[src/rtl/source_mode_switcher.sv]
// Debounced source selector: routes one of N_SRC player sources to the board outputs,
// muting the speaker/LEDs after each switch. Define SWITCH_BANNER_EN to show the new source number during the mute.
module source_mode_switcher #(
  parameter int          N_SRC       = 3,
  parameter int          LED_W       = 8,
  parameter int          SETTLE_CYC  = 200000,
  parameter int          MUTE_CYC    = 1000000,
  parameter logic [31:0] IDLE_DIGITS = 32'h6E770DDD
) (
  input  logic                   clk,
  input  logic                   rst,
  input  logic [2:0]             src_sel,
  input  logic [N_SRC-1:0]       src_speaker,
  input  logic [N_SRC*LED_W-1:0] src_led,
  input  logic [N_SRC*32-1:0]    src_digits,
  output logic                   speaker,
  output logic [LED_W-1:0]       led,
  output logic [31:0]            digits,
  output logic [2:0]             active_src,
  output logic                   switching
);

  typedef enum logic [1:0] {IDLE, SETTLE, MUTE, ACTIVE} state_t;

  localparam logic [2:0] IDLE_IDX = 3'd7;
  localparam int MAXC  = (SETTLE_CYC > MUTE_CYC) ? SETTLE_CYC : MUTE_CYC;
  localparam int CNT_W = $clog2(MAXC) + 1;
  localparam logic [CNT_W-1:0] SETTLE_LAST = CNT_W'(SETTLE_CYC - 1);
  localparam logic [CNT_W-1:0] MUTE_LAST   = CNT_W'(MUTE_CYC - 1);

  state_t             state_q, state_d;
  logic [2:0]         pend_q, pend_d;
  logic [2:0]         active_q, active_d;
  logic [CNT_W-1:0]   cnt_q, cnt_d;
  logic               speaker_q, speaker_d;
  logic [LED_W-1:0]   led_q, led_d;
  logic [31:0]        digits_q, digits_d;

  logic [2:0]         req;
  logic               sel_spk;
  logic [LED_W-1:0]   sel_led;
  logic [31:0]        sel_dig;

  always_comb begin
    req = ({29'd0, src_sel} < 32'(N_SRC)) ? src_sel : IDLE_IDX;
  end

  always_comb begin
    state_d  = state_q;
    pend_d   = pend_q;
    active_d = active_q;
    cnt_d    = cnt_q;
    case (state_q)
      IDLE, ACTIVE: begin
        if (req != active_q) begin
          pend_d  = req;
          cnt_d   = '0;
          state_d = SETTLE;
        end
      end
      SETTLE: begin
        // Returning to the committed source cancels the switch without a mute.
        if (req == active_q) begin
          cnt_d   = '0;
          state_d = (active_q == IDLE_IDX) ? IDLE : ACTIVE;
        end else if (req != pend_q) begin
          pend_d = req;
          cnt_d  = '0;
        end else if (cnt_q == SETTLE_LAST) begin
          active_d = pend_q;
          cnt_d    = '0;
          state_d  = (pend_q == IDLE_IDX) ? IDLE : MUTE;
        end else begin
          cnt_d = cnt_q + CNT_W'(1);
        end
      end
      MUTE: begin
        if (req != active_q) begin
          pend_d  = req;
          cnt_d   = '0;
          state_d = SETTLE;
        end else if (cnt_q == MUTE_LAST) begin
          cnt_d   = '0;
          state_d = ACTIVE;
        end else begin
          cnt_d = cnt_q + CNT_W'(1);
        end
      end
      default: state_d = IDLE;
    endcase
  end

  // Source mux keyed on the index committed this cycle, so outputs land one cycle after inputs.
  always_comb begin
    sel_spk = 1'b0;
    sel_led = '0;
    sel_dig = IDLE_DIGITS;
    for (int i = 0; i < N_SRC; i++) begin
      if (active_d == 3'(i)) begin
        sel_spk = src_speaker[i];
        sel_led = src_led[i*LED_W +: LED_W];
        sel_dig = src_digits[i*32 +: 32];
      end
    end
  end

  always_comb begin
    speaker_d = 1'b0;
    led_d     = '0;
    digits_d  = IDLE_DIGITS;
    case (state_d)
      SETTLE: begin
        led_d    = led_q;
        digits_d = digits_q;
      end
      MUTE: begin
`ifdef SWITCH_BANNER_EN
        digits_d = {28'hDDDDDDD, 1'b0, active_d};
`else
        digits_d = sel_dig;
`endif
      end
      ACTIVE: begin
        speaker_d = sel_spk;
        led_d     = sel_led;
        digits_d  = sel_dig;
      end
      default: ;
    endcase
  end

  always_ff @(posedge clk or posedge rst) begin
    if (rst) begin
      state_q   <= IDLE;
      pend_q    <= IDLE_IDX;
      active_q  <= IDLE_IDX;
      cnt_q     <= '0;
      speaker_q <= 1'b0;
      led_q     <= '0;
      digits_q  <= IDLE_DIGITS;
    end else begin
      state_q   <= state_d;
      pend_q    <= pend_d;
      active_q  <= active_d;
      cnt_q     <= cnt_d;
      speaker_q <= speaker_d;
      led_q     <= led_d;
      digits_q  <= digits_d;
    end
  end

  assign speaker    = speaker_q;
  assign led        = led_q;
  assign digits     = digits_q;
  assign active_src = active_q;
  assign switching  = (state_q == SETTLE) || (state_q == MUTE);

endmodule

[config.mk]
export PLATFORM = sky130hd
export DESIGN_NAME = source_mode_switcher
export DESIGN_NICKNAME = d
export VERILOG_FILES = /design/src/rtl/source_mode_switcher.sv
export SDC_FILE = /design/constraint.sdc
export NUM_CORES = 1
export LEC_CHECK = 0
export ABC_CLOCK_PERIOD_IN_PS = 8400
export BUFFER_PORTS_ARGS = -buffer_cell sky130_fd_sc_hd__buf_4
export CAP_MARGIN = 20
export CELL_PAD_IN_SITES_DETAIL_PLACEMENT = 0
export CELL_PAD_IN_SITES_GLOBAL_PLACEMENT = 1
export CORE_AREA = 2 2 87 152
export CTS_CLUSTER_SIZE = 20
export DETAILED_ROUTE_END_ITERATION = 8
export DIE_AREA = 0 0 89 154
export PLACE_DENSITY_LB_ADDON = 0.1
export SYNTH_ARGS = -nofsm -noshare
export SYNTH_HDL_FRONTEND = slang
export SYNTH_SLANG_ARGS = --single-unit
[constraint.sdc]
create_clock -name clk -period 8.4 [get_ports clk]
set_input_delay 1.68 -clock clk [delete_from_list [all_inputs] [get_ports clk]]
set_output_delay 1.68 -clock clk [all_outputs]
set_load 0.1 [all_outputs]
Word level (Yosys, flattened, before mapping)
Index checks and enable logic that the tools add are counted.

storage, ports and cells
  register bits after elaboration = 70
  bits in latches = 0
  RAM bits = 0
  memory bits (read-only) = 0
  memories kept = 0

operators by class
  add/sub/neg operators = 1
  multipliers = 0
  divide/modulo/power cells = 0
  $lt $le $gt $ge = 1
  eq/ne operators = 19
  shifts and indexed selects = 0
  muxes and demuxes = 37
  bitwise operators = 0
  reduce and logical (&&, ||, !) cells = 7

operators by type and width
  cell                                                                      number
  21-bit two-way mux                                                        6
  32-bit two-way mux                                                        3
  32-bit one-hot mux with 2 select lines                                    1
  21-bit one-hot mux with 3 select lines                                    1
  3-bit two-way mux                                                         8
  8-bit two-way mux                                                         3
  21-bit by 1-bit adder with 21-bit output (second input constant)          1
  21-bit by 18-bit equality test with 1-bit output (second input constant)  1
  21-bit by 20-bit equality test with 1-bit output (second input constant)  1
  2-bit two-way mux                                                         8
  8-bit one-hot mux with 2 select lines                                     1
  2-bit equality test (second input constant)                               4
  3-bit equality test (second input constant)                               2
  2-bit inequality test (second input constant)                             3
  3-bit inequality test                                                     2
  2-bit one-hot mux with 3 select lines                                     1
  3-bit one-hot mux with 2 select lines                                     1
  2-bit by 1-bit equality test with 1-bit output (second input constant)    2
  1-bit two-way mux                                                         4
  2-bit OR reduction                                                        2
  3-bit by 1-bit equality test with 1-bit output (second input constant)    1
  3-bit by 2-bit equality test with 1-bit output (second input constant)    1
  3-bit equality test                                                       1
  3-bit logical NOT                                                         1
  6 further kinds                                                           6

Logic depth before layout (Yosys ltp)
  depth in word-level cells = 11
  depth in mapped cells = 11
  mapped depth without buffers = 10

Worst setup path after synthesis
No wires, ideal clock.

  path kind = input to register
  start point = input port src_sel[0]
  end point = register digits_q[0] (netlist: digits[0])
  arrival = 3724 ps
  data required time = 8317 ps
  slack = 4592 ps
  cell stages on the path = 8
  cells stage by stage = nor4bb_1 a22o_1 o21ai_0 nor3_4 mux2i_1 clkbuf_1 a221oi_1 o32a_1

on the way
  cells in the longest elaborated chain, start to end = 11

ends and longest elaborated chain
  what                                           RTL line  RTL
  start, declared                                12        input logic [2:0] src_sel,
  3-bit by 2-bit < comparator with 1-bit output  45        req = ({29'd0, src_sel} < 32'(N_SRC)) ? src_sel : IDLE_IDX;
  3-bit two-way mux (*)                          45
  3-bit inequality test                          66        end else if (req != pend_q) begin
  3-bit two-way mux                              66
  3-bit two-way mux                              63        if (req == active_q) begin
  3-bit two-way mux                              53        case (state_q)
  3-bit logical NOT                              99        if (active_d == 3'(i)) begin
  32-bit two-way mux (3 in a row)                99
  32-bit one-hot mux with 2 select lines         111       case (state_d)
  end signal, assigned                           148       digits_q <= digits_d;
  end, declared                                  37        logic [31:0] digits_q, digits_d;

Mark *: on every way between the ends. The rest lies on a longest branch, timed or not.
A chain may end at the register's enable or synchronous reset.

Final worst setup path
  start point = input port src_sel[0]
  end point = register digits_q[27] (netlist: digits[27])

Same word-level chain as after synthesis.

==> impl_metrics.ini <==
[sta]
rsz0062_at_grt = false
fin_skew_ns = 0.01272
tightest_slew_ns = 0.9564
timing.hold.ws_ns = 0.4949
setup_viol = 0
slew_violations = 0
post-route-period-util = 0.5806
min_period_ns = 4.877
fmax_ghz = 0.2051
hold_viol_final = 0
tns_ns = 0
slew_headroom = 0.3624

[detailed_routing]
detail_route.drc_violations = 0
num_vias = 5223
first_iter_violations = 311
avgRoutedWirePerCell_um = 19.81
vias_per_cell = 5.882
antenna_left = 0
drt_first_pass_iters = 5
drt_wl_total_mm = 17.59

[floorplanning]
die_h_um = 154
dieArea_um2 = 13710
io_pins = 173
fp.coreArea_um2 = 12430
initial_core_util = 0.3859
die_x_um = 89
fp-row-count = 54

[grt]
grt_max_degree = 89
grt_pass1_wl_mm = 27.27
antenna_found_initial = 0
grt_pass1_vias = 5389
grt_remaining_overflow = 0
grtUsageTotal = 0.2575

[synthesis]
synth_top_family_by_area = compound AO/OA/AOI/OAI gates
ys.flop_type = dfrtp_1
synth_xor_area_frac = 0.009129
netlist_top_cells_area = dfrtp_1, dfstp_2, nor2_1, a221oi_1, o21ai_0
ys_types = 48
yosysWarnings = 0
synth_seq_cells = 70
async_flop_share = 1.000
synth-simple-area-share = 0.1961
yosysTopAreaCellShare = 0.2295
synth_top_area_cell = dfrtp_1
yosys-mux-area-fraction = 0.01774
synthAdderAreaFrac = 0.007825
synth_area_um2 = 4797
postSynthAreaPerCell_um2 = 8.299
mappedNetlistNets = 709
syn_inst = 578
synth_edf_count = 0
synth-seq-area-share = 0.3719
synth_compound_area_frac = 0.3273

[layout]
fin_nets = 846
syn_to_final_growth_pct = 33.75
fillerInstances = 1202
drive_gt1_frac = 0.3181
antennaDiodeCount = 0

[clock_tree]
clockRootBuffer = clkbuf_16
clk_latency_ns = 0.34
cts_tree = done
numCtsBuffers = 9
holdBufCountCts = 0
clockBufferDepth = 2
clkTransAtPathRegs_ns = 0.06
cts_htree_levels = 3
cts_sinks = 70
cts_resized = 0
cts_setup_buffers = 0

[power]
peakVddDrop_mv = 0.3539
switching_share = 0.5526
power.share.clock = 0.163
p_leak_nw = 2.881
p_comb_frac = 0.575
power.density_nw_per_um2 = 329.6
seqPwrFrac = 0.261
internal_power_w = 0.0009461
p_sw_w = 0.001168

[worst_setup_path]
arrival_ns = 5.14
worst-setup-path-type = in -> reg
critPathRequiredTime_ns = 8.66
crit_fanout = 88
critPathLaunchType = primary input
end_kind = flop

[hold_path]
hold_path_class = reg -> reg

[place]
place_hpwl_mm = 12.63
finalWeightedCongestion = 0.9231
portBuffers = 172

[run]
maxCapViolCount = 0

[outcome]
status = completed
## cell usage in the layout (no fill, tap or decap), types with 5 or more instances in the layout
cell type | Yosys | routed
buf_4 | 0 | 179
nor2_1 | 85 | 85
o21ai_0 | 59 | 59
dfrtp_1 | 44 | 44
a221oi_1 | 34 | 34
inv_1 | 33 | 32
a21oi_1 | 30 | 30
dfstp_2 | 26 | 26
nand2_1 | 23 | 23
a2111oi_0 | 20 | 20
o32a_1 | 20 | 20
and2_1 | 13 | 13
nand3_1 | 12 | 12
o2bb2ai_1 | 12 | 12
clkbuf_16 | 0 | 9
a21o_1 | 8 | 8
a221o_1 | 8 | 8
nand2b_1 | 8 | 8
a32o_1 | 8 | 8
nor4_1 | 7 | 7
and2_0 | 7 | 7
nand4_1 | 6 | 6
a22o_1 | 6 | 6
nor3_1 | 6 | 6
or3_1 | 6 | 6
and3_1 | 5 | 5
## power by group through the flow
stage	Clock (W)	Sequential (W)	Combinational (W)
2_1_floorplan	0	0.00115	0.000322
3_3_place_gp	0	0.000556	0.00121
3_5_place_dp	0	0.000556	0.00122
4_1_cts	0.000351	0.000553	0.00122
5_1_grt	0.000369	0.000563	0.00126
6_report	0.000346	0.000552	0.00122
## worst max-delay path: stages
cell	delay, ns
buf_4	0.14
nor4bb_1	0.36
a22o_1	0.27
o21ai_0	0.19
nor3_4	0.15
buf_4	0.68
mux2i_4	0.68
buf_4	0.39
a221oi_1	0.15
o32a_1	0.37
## flip-flops by register name, indices dropped and copies added, names as in the netlist
name	cells
led	8
active_src	3
digits	32
state_q	2
speaker	1
pend_q	3
cnt_q	21
## final timing paths
path / start / to / slack (ns) / cells after the start
min reg2reg: digits[9]$_DFFE_PP0P_ / digits[9]$_DFFE_PP0P_ / 0.49 / 1
min in group asynchronous: rst / cnt_q[18]$_DFFE_PP0P_ / 1.63 / 3
max: src_sel[0] / digits[27]$_DFFE_PP1P_ / 3.52 / 10
max reg2reg: pend_q[1]$_DFFE_PP1P_ / digits[27]$_DFFE_PP1P_ / 4.00 / 9
min: digits[9]$_DFFE_PP0P_ / digits[9]$_DFFE_PP0P_ / 0.49 / 1
max in group asynchronous: rst / cnt_q[13]$_DFFE_PP0P_ / 6.13 / 3
## synthesized netlist by cell type, types with 5 or more instances
master,count
nor3_1,6
a2111oi_0,20
o21ai_0,59
a21o_1,8
nand4_1,6
nor4_1,7
a22o_1,6
o2bb2ai_1,12
nand3_1,12
buf_2,10
nor2_1,85
a21oi_1,30
or3_1,6
and2_1,13
a221oi_1,34
o32a_1,20
inv_1,33
and2_0,7
nand2_1,23
a221o_1,8
and3_1,5
nand2b_1,8
dfrtp_1,44
clkbuf_1,42
dfstp_2,26
a32o_1,8
## cell families after synthesis
family	Yosys count
xor+xnor	5
fa+ha+maj	3
mux	8
flops	70
buf+inv	86
compound gates	214
simple gates	192
## area by class of cell
| type | instances | area, um^2 | share of cell area |
|---|---|---|---|
| tap | 168 | 210.2 | 0.03276 |
| sequential | 70 | 1784 | 0.2781 |
| timing repair buffer | 179 | 1344 | 0.2094 |
| clock buffer | 12 | 236.5 | 0.03686 |
| multi-input combinational | 422 | 2694 | 0.4199 |
| clock inverter | 4 | 23.77 | 0.003705 |
| inverter | 33 | 123.9 | 0.01931 |
## metal layers
layer	GRT usage	up-vias	wire length (um)
met5	0	-	0
met4	0.1443	0	964
met3	0.05743	58	864
met2	0.4520	181	9476
met1	0.2744	2541	6285
li1	-	2443	-
## stage by stage
step / util / instance area (um^2) / std cells / worst slack (ns) / total power [W]
2_1_floorplan: - / 4797 / 578 / 4.592 / 0.001469
3_3_place_gp: 0.4952 / 6156 / 872 / 3.318 / 0.001763
3_5_place_dp: 0.4952 / 6156 / 872 / 3.232 / 0.001776
4_1_cts: 0.5161 / 6416 / 888 / 3.573 / 0.002122
5_1_grt: 0.5161 / 6416 / 888 / 3.320 / 0.002195
6_report: 0.5161 / 6416 / 888 / 3.523 / 0.002115
Power figures use the tool's default switching activity.
